--- src/rtl/bp_stall_histogram_ctrl.sv ---
// Windowed stall-reason histogram: classifies each unfrozen cycle into one bin,
// snapshots the bins on a window end or dump request and drains them as {tag,count} records.
module bp_stall_histogram_ctrl #(
  parameter int num_reasons_p  = 21,
  parameter int cnt_width_p    = 32,
  parameter int window_width_p = 16
) (
  input  logic                      clk_i,
  input  logic                      reset_n_i,
  input  logic                      freeze_i,
  input  logic [window_width_p-1:0] window_len_i,
  input  logic                      dump_i,
  input  logic                      commit_v_i,
  input  logic                      stall_v_i,
  input  logic [4:0]                stall_reason_i,
  output logic                      v_o,
  output logic [8+cnt_width_p-1:0]  data_o,
  input  logic                      ready_i,
  output logic                      busy_o,
  output logic                      overrun_o
);

  localparam int bins_lp      = num_reasons_p + 2;
  localparam int instr_bin_lp = num_reasons_p;
  localparam int unk_bin_lp   = num_reasons_p + 1;
  localparam int idx_w_lp     = $clog2(bins_lp);

  localparam logic [4:0]          num_reasons_lp = 5'(num_reasons_p);
  localparam logic [idx_w_lp-1:0] last_idx_lp    = idx_w_lp'(bins_lp - 1);

  typedef enum logic {IDLE, DRAIN} state_e;

  state_e                    state;
  logic [cnt_width_p-1:0]    live      [bins_lp];
  logic [cnt_width_p-1:0]    live_next [bins_lp];
  logic [cnt_width_p-1:0]    shadow    [bins_lp];
  logic [window_width_p-1:0] window_cnt;
  logic [idx_w_lp-1:0]       idx;
  logic [idx_w_lp-1:0]       idx_nxt;
  logic [idx_w_lp-1:0]       sel;
  logic                      window_hit;
  logic                      trigger;

  function automatic logic [cnt_width_p-1:0] sat_inc(input logic [cnt_width_p-1:0] v);
    return (&v) ? v : v + 1'b1;
  endfunction

  always_comb begin
    sel = idx_w_lp'(unk_bin_lp);
    if (commit_v_i)
      sel = idx_w_lp'(instr_bin_lp);
    else if (stall_v_i && (stall_reason_i < num_reasons_lp))
      sel = idx_w_lp'(stall_reason_i);
  end

  always_comb begin
    for (int i = 0; i < bins_lp; i++)
      live_next[i] = (!freeze_i && (sel == idx_w_lp'(i))) ? sat_inc(live[i]) : live[i];
  end

  // Compare one bit wider so window_cnt+1 cannot wrap against a maximal window length.
  assign window_hit = !freeze_i && (window_len_i != '0) &&
                      (({1'b0, window_cnt} + 1'b1) >= {1'b0, window_len_i});
  assign trigger    = dump_i | window_hit;
  assign idx_nxt    = idx + 1'b1;

  always_ff @(posedge clk_i or negedge reset_n_i) begin
    if (!reset_n_i) begin
      for (int i = 0; i < bins_lp; i++) live[i] <= '0;
      window_cnt <= '0;
    end else begin
      // A trigger during a drain leaves the bins accumulating toward the next snapshot.
      for (int i = 0; i < bins_lp; i++)
        live[i] <= (trigger && state == IDLE) ? '0 : live_next[i];
      if (trigger)
        window_cnt <= '0;
      else if (!freeze_i)
        window_cnt <= window_cnt + 1'b1;
    end
  end

  always_ff @(posedge clk_i or negedge reset_n_i) begin
    if (!reset_n_i) begin
      state     <= IDLE;
      idx       <= '0;
      v_o       <= 1'b0;
      busy_o    <= 1'b0;
      data_o    <= '0;
      overrun_o <= 1'b0;
      for (int i = 0; i < bins_lp; i++) shadow[i] <= '0;
    end else begin
      case (state)
        IDLE: begin
          if (trigger) begin
            for (int i = 0; i < bins_lp; i++) shadow[i] <= live_next[i];
            idx    <= '0;
            state  <= DRAIN;
            v_o    <= 1'b1;
            busy_o <= 1'b1;
            data_o <= {8'd0, live_next[0]};
          end
        end
        DRAIN: begin
          if (trigger) overrun_o <= 1'b1;
          if (ready_i) begin
            if (idx == last_idx_lp) begin
              state  <= IDLE;
              v_o    <= 1'b0;
              busy_o <= 1'b0;
              data_o <= '0;
            end else begin
              idx    <= idx_nxt;
              data_o <= {8'(idx_nxt), shadow[idx_nxt]};
            end
          end
        end
        default: state <= IDLE;
      endcase
    end
  end

endmodule

--- config.mk ---
export PLATFORM = sky130hd
export DESIGN_NAME = bp_stall_histogram_ctrl
export DESIGN_NICKNAME = d
export VERILOG_FILES = /design/src/rtl/bp_stall_histogram_ctrl.sv
export SDC_FILE = /design/constraint.sdc
export NUM_CORES = 2
export LEC_CHECK = 0
export ABC_AREA = 1
export CAP_MARGIN = 15
export CORE_MARGIN = 2
export CORE_UTILIZATION = 55
export CTS_CLUSTER_DIAMETER = 120
export DETAILED_ROUTE_END_ITERATION = 8
export HOLD_SLACK_MARGIN = 0.03
export PLACE_DENSITY = 0.79
export SYNTH_ARGS = -nofsm -noshare
export SYNTH_HDL_FRONTEND = slang
export SYNTH_SLANG_ARGS = --single-unit
--- constraint.sdc ---
create_clock -name clk_i -period 6.9 [get_ports clk_i]
set_clock_uncertainty 0.05 [all_clocks]
set_input_delay 1.38 -clock clk_i [delete_from_list [all_inputs] [get_ports clk_i]]
set_output_delay 1.38 -clock clk_i [all_outputs]
set_load 0.01 [all_outputs]
Word level (Yosys, flattened, before mapping)
Index checks and enable logic that the tools add are counted.
- register bits: 1536
- output and inout port bits: 43
- word-level logic and storage cells: 262
- bits of input ports: 28
- multiplexer cells: 92
- magnitude comparators: 3
- eq/ne operators: 28
- reduce and logical (&&, ||, !) cells: 58
- bitwise operators: 3
- add/sub/neg operators: 26
- operators with widths (kind ; number):
    two-way mux 32 bit ; 71
    adder 32 x 1 -> 32 bit, second input constant ; 23
    AND reduction 32 bit ; 23
    binary-select mux 32 bit (select 5 bit) ; 1
    two-way mux 40 bit ; 2
    case mux 40 bit (2 select lines) ; 1
    == test 5 x 4 -> 1 bit, second input constant ; 8
    == test 5 bit, second input constant ; 8
    two-way mux 37 bit ; 1
    two-way mux 16 bit ; 2
    logical AND 1 bit ; 27
    two-way mux 5 bit ; 5
    == test 5 x 3 -> 1 bit, second input constant ; 4
    adder 16 x 1 -> 17 bit, second input constant ; 1
    >= comparator 17 x 16 -> 1 bit ; 1
    adder 16 x 1 -> 16 bit, second input constant ; 1
    nonzero test 16 bit ; 1
    == test 5 x 2 -> 1 bit, second input constant ; 2
    case mux 5 bit (2 select lines) ; 1
    inequality test 2 bit, second input constant ; 4
    >= comparator 6 bit, second input constant ; 1
    two-way mux 1 bit ; 6
    inverter 5 -> 6 bit ; 1
    AND reduction 2 bit ; 3
    10 further kinds ; 12

Longest topological paths before layout
- depth in word-level cells: 9
- depth in mapped cells: 24
- depth with buffers taken out: 21

Worst setup path after synthesis
No wires, ideal clock.
- path type: in2reg
- from: input window_len_i[14]
- to: register live[540] in the netlist's numbering
- stages on the path: 16
- arrival: 3.122 ns
- setup slack: 3.602 ns
- required time: 6.724 ns
- buffers on the path: 4
- cells stage by stage: inv_1 ha_1 a21oi_1 or2_2 nand3_1 nor2_1 nand2_2 nand2_2 nand2_4 nand2_4 buf_6 inv_2 buf_6 buf_8 buf_4 nor2_1
- word-level cells in the longest chain between the ends: 6
- elaborated cells on any way between the ends: 7
- those cells by class: order compare: 1; mux: 1; bitwise: 1; reduce/logical: 4
- ends and longest elaborated chain (element ; line ; text):
    start, declared ; 11 ; input logic [window_width_p-1:0] window_len_i,
    branches (longest 2 deep; another with >= comparator 17 x 16 -> 1 bit) ; - ;
    logical AND 1 bit * ; 62 ; assign window_hit = !freeze_i && (window_len_i != '0) &&
    bitwise OR 1 bit * ; 64 ; assign trigger = dump_i | window_hit;
    logical AND 1 bit * ; 74 ; live[i] <= (trigger && state == IDLE) ? '0 : live_next[i];
    two-way mux 32 bit * ; 74 ;
    end signal, assigned by index ; 74 ;
    end, declared ; 34 ; logic [cnt_width_p-1:0] live [bins_lp];
Every way passes the cells marked *.
A chain may end at the register's enable or synchronous reset.

Worst setup path in the final report
- from: register idx[0]
- to: register data_o[1]
- word-level cells in the longest chain between the ends: 8
- elaborated cells on any way between the ends: 9
- those cells by class: add/sub: 1; eq/ne: 1; mux: 6; bitwise: 1
- ends and longest elaborated chain (element ; line ; text):
    start, declared ; 38 ; logic [idx_w_lp-1:0] idx;
    start signal, assigned ; 112 ; idx <= idx_nxt;
    adder 5 x 1 -> 5 bit ; 65 ; assign idx_nxt = idx + 1'b1;
    inverter 5 -> 6 bit (not written as such) ; 113 ; data_o <= {8'(idx_nxt), shadow[idx_nxt]};
    binary-select mux 32 bit (select 5 bit) ; 113 ;
    two-way mux 32 bit (not written as such) (2 in series) ; 113 ;
    two-way mux 37 bit * ; 106 ; if (idx == last_idx_lp) begin
    two-way mux 40 bit * ; 105 ; if (ready_i) begin
    case mux 40 bit (2 select lines) * ; 92 ; case (state)
    end signal, assigned ; 100 ; data_o <= {8'd0, live_next[0]};
    end signal, assigned ; 113 ;
    end, declared ; 17 ; output logic [8+cnt_width_p-1:0] data_o,
Mark *: on every way between the ends. The rest lies on a longest branch, timed or not. The select of a mux whose other input is x is not followed.

==> flow_metrics.env <==
export IMPL_power_density_nw_per_um2=401
export IMPL_htree_levels=4
export IMPL_die_w_um=410
export IMPL_hold_violations=0
export IMPL_synth_top_area_share_pct=42.3
export IMPL_num_rows=148
export IMPL_seqPwrFrac_pct=35.5
export IMPL_num_vias=87600
export IMPL_outcome="complete, no violations"
export IMPL_cts_buffer_depth=3
export IMPL_yosys_cell_count_top_type="nand2_1"
export IMPL_final_max_slew_viol_count=0
export IMPL_io_pins=71
export IMPL_intPower_uw=21900
export IMPL_ys_seq_area_share_pct=42.3
export IMPL_overflow=0
export IMPL_start_util_pct=55.5
export IMPL_fin_crit_ns=5.07
export IMPL_grt_first_pass_wirelength_mm=469
export IMPL_cp_max_fo=93
export IMPL_synth_common_cells="nand2_1 (4681), nor2_1 (2159), dfrtp_1 (1533), o21ai_0 (1078), inv_1 (925)"
export IMPL_post_synth_cell_area_avg_um2=6.79
export IMPL_clock_sinks=1533
export IMPL_critPathBufInv=3
export IMPL_portBuffers=67
export IMPL_cpLargestDelayFamily="simple AND/OR/NAND/NOR gates"
export IMPL_syn_to_final_growth_pct=8.58
export IMPL_maxSlewHeadroom_pct=23.1
export IMPL_cp_data_required_time_ns=7.62
export IMPL_gp_congestion=1.03
export IMPL_coreArea_um2=163000
export IMPL_cts_resized_gates=0
export IMPL_hp_class="primary input to asynchronous set/reset pin"
export IMPL_rsz0062_at_grt="no"
export IMPL_p_leak_uw=0.0470
export IMPL_wl_per_cell_um=19.6
export IMPL_worst_setup_path_type="flip-flop to flip-flop"
export IMPL_p_sw_uw=17600
export IMPL_dpl_worst_slack_ns=1.72
export IMPL_ys_types=43
export IMPL_yosys_area_top_type="dfrtp_1"
export IMPL_drv_cap=0
export IMPL_synth_seq_cells=1533
export IMPL_drc=0
export IMPL_dpl_hpwl_mm=217
export IMPL_nNetsFinal=13100
export IMPL_clock_latency_ns=0.84
export IMPL_routed_wirelength_mm=301
export IMPL_fmax_mhz=197
export IMPL_cp_arrival_ns=5.79
export IMPL_cts_setup_buffers=0
export IMPL_tightest_slew_ns=1.15
export IMPL_dieArea_um2=168000
export IMPL_worstSetupEndpointType="flip-flop"
export IMPL_swShare_pct=44.6
export IMPL_antenna_found_initial=15
export IMPL_cp_slowest_cell="dfrtp_4"
export IMPL_synthCells=13300
export IMPL_drtAntennaViolNets=0
export IMPL_hold_buffers=0
export IMPL_syn_area_um2=90600
export IMPL_drive_above_1_share_pct=3.75
export IMPL_tritoncts="built"
export IMPL_fp_dieH_um=410
export IMPL_ys_flop_type="dfrtp_1"
export IMPL_finalSetupViolCount=0
export IMPL_critical_path_most_common_cell="nand2_1"
export IMPL_peakVddDrop_v=0.000433
export IMPL_crit_chain="inv_8 > ha_4 > inv_6 > buf_4 > nand3_1 > nand2_1 > nand2_1 > nand3_1 > nand3_1 > nand2_1 > nand2_1 > nand2_1 > nand3_1 > nand2_1"
export IMPL_first_pass_iters=7
export IMPL_finalCritPeriodShare_pct=73.5
export IMPL_combPwrFrac_pct=39.7
export IMPL_async_reset_ff_share_pct=100
export IMPL_clkTransAtPathRegs_ns=0.07
export IMPL_worst_slack_ns=1.83
export IMPL_cpPeakStageDelay_ns=0.94
export IMPL_cts_buffers=167
export IMPL_grt_pass1_vias=83500
export IMPL_start_kind="flip-flop"
export IMPL_tns_ns=0
export IMPL_ys_warn_count=0
export IMPL_grt_start_max_net_pins=198
export IMPL_drtIter0Drc=10200
export IMPL_cts_root_buf="clkbuf_16"
export IMPL_synth_area_leaders="dfrtp_1 (42%), nand2_1 (19%), nor2_1 (8.9%), o21ai_0 (6.0%), nand3_1 (4.9%)"
export IMPL_pwr_share_clk_pct=24.8
export IMPL_grt_usage_pct=35.4
export IMPL_synth_edff_count=0
export IMPL_via_per_inst=5.69
cell families after synthesis:
| group | count (synthesis) | synth area share (%) |
|---|---|---|
| AO/OA/AOI/OAI | 1577 | 8.96 |
| adder cells (fa/ha/maj) | 42 | 0.580 |
| other | 1 | 0.00414 |
| flip-flops | 1533 | 42.3 |
| XOR/XNOR | 484 | 4.68 |
| buffers and inverters | 1560 | 7.42 |
| AND/OR/NAND/NOR | 8139 | 36.0 |
sequential cells by signal, indices dropped and copies added, names as in the netlist:
| signal | cells |
|---|---|
| overrun_o | 1 |
| busy_o | 1 |
| window_cnt | 16 |
| state | 1 |
| live | 736 |
| shadow | 736 |
| idx | 5 |
| data_o | 37 |
cell usage in the layout, fill, tap and decap left out, types with 19 or more instances in the layout:
master and n:
nand3b_1 19, clkdlybuf4s50_1 66, inv_1 924, ha_1 41
o21bai_1 19, dfrtp_1 1532, clkbuf_1 36, buf_12 28
or2_2 48, nor3_1 106, and2_1 77, xnor2_1 134
o22ai_1 35, a21oi_1 90, clkbuf_8 29, nand2_1 4680
clkinv_2 19, buf_4 89, nand4_1 137, o21ai_1 303
xor2_1 347, nand3_1 879, bufinv_16 24, nor2_1 2148
o211ai_1 36, o21ai_0 1078, clkbuf_16 171
worst reg2reg max path: stages, from the launching register on:
cell     delay (ns)
dfrtp_4        0.94
inv_8          0.40
ha_4           0.60
inv_6          0.73
buf_4          0.62
nand3_1        0.14
nand2_1        0.08
nand2_1        0.14
nand3_1        0.26
nand3_1        0.16
nand2_1        0.09
nand2_1        0.05
nand2_1        0.26
nand3_1        0.31
nand2_1        0.16
final cells by class:
cell class                 instances  area [um^2]
timing repair buffer             193         2120
multi-input combinational      10200        45700
inverter                         938         3540
clock inverter                    68         1120
fill                           15100        64800
sequential                      1533        38400
antenna                            3         7.51
tap                             2175         2720
clock buffer                     236         4810
layer usage:
layer / up-vias / track usage (%) / share of wire [%]
met5: - / 0.517 / 0.082
met4: 22 / 17.8 / 5.5
met3: 703 / 8.27 / 9.2
met2: 3714 / 54.8 / 45
met1: 41700 / 46.7 / 40
li1: 41500 / - / -
stage by stage:
stage	std cells	total power [uW]	hold slack [ns]	area (um^2)	utilization [%]
finish	15400	39400	0.425	98400	60.3
global route	15400	41700	0.436	98400	60.3
CTS	15400	38900	0.425	98100	60.2
detailed placement	15100	29100	0.412	92200	56.5
global placement	15100	28800	0.407	92200	56.5
floorplan	13300	23200	0.391	90600	-
final timing paths:
| kind | start | to | slack (ns) | cells after the start |
|---|---|---|---|---|
| worst max-delay path | idx[0]$_DFFE_PN0P_ | data_o[1]$_DFFE_PN0P_ | 1.83 | 14 |
| worst min-delay path | reset_n_i | live[280]$_DFF_PN0_ | 0.43 | 1 |
| worst max register to register | idx[0]$_DFFE_PN0P_ | data_o[1]$_DFFE_PN0P_ | 1.83 | 14 |
| worst min register to register | shadow[166]$_DFFE_PN0P_ | shadow[166]$_DFFE_PN0P_ | 0.43 | 2 |
| max in group asynchronous | reset_n_i | live[326]$_DFF_PN0_ | 4.60 | 3 |
| min in group clk_i | shadow[166]$_DFFE_PN0P_ | shadow[166]$_DFFE_PN0P_ | 0.43 | 2 |
power by group through the flow:
stage,Sequential [uW],Clock (uW),Combinational (uW)
2_1_floorplan,13100,0,10100
3_3_place_gp,14000,0,14800
3_5_place_dp,14000,0,15100
4_1_cts,13900,9850,15200
5_1_grt,14300,10200,17200
6_report,14000,9770,15700
Power figures use the tool's default switching activity.
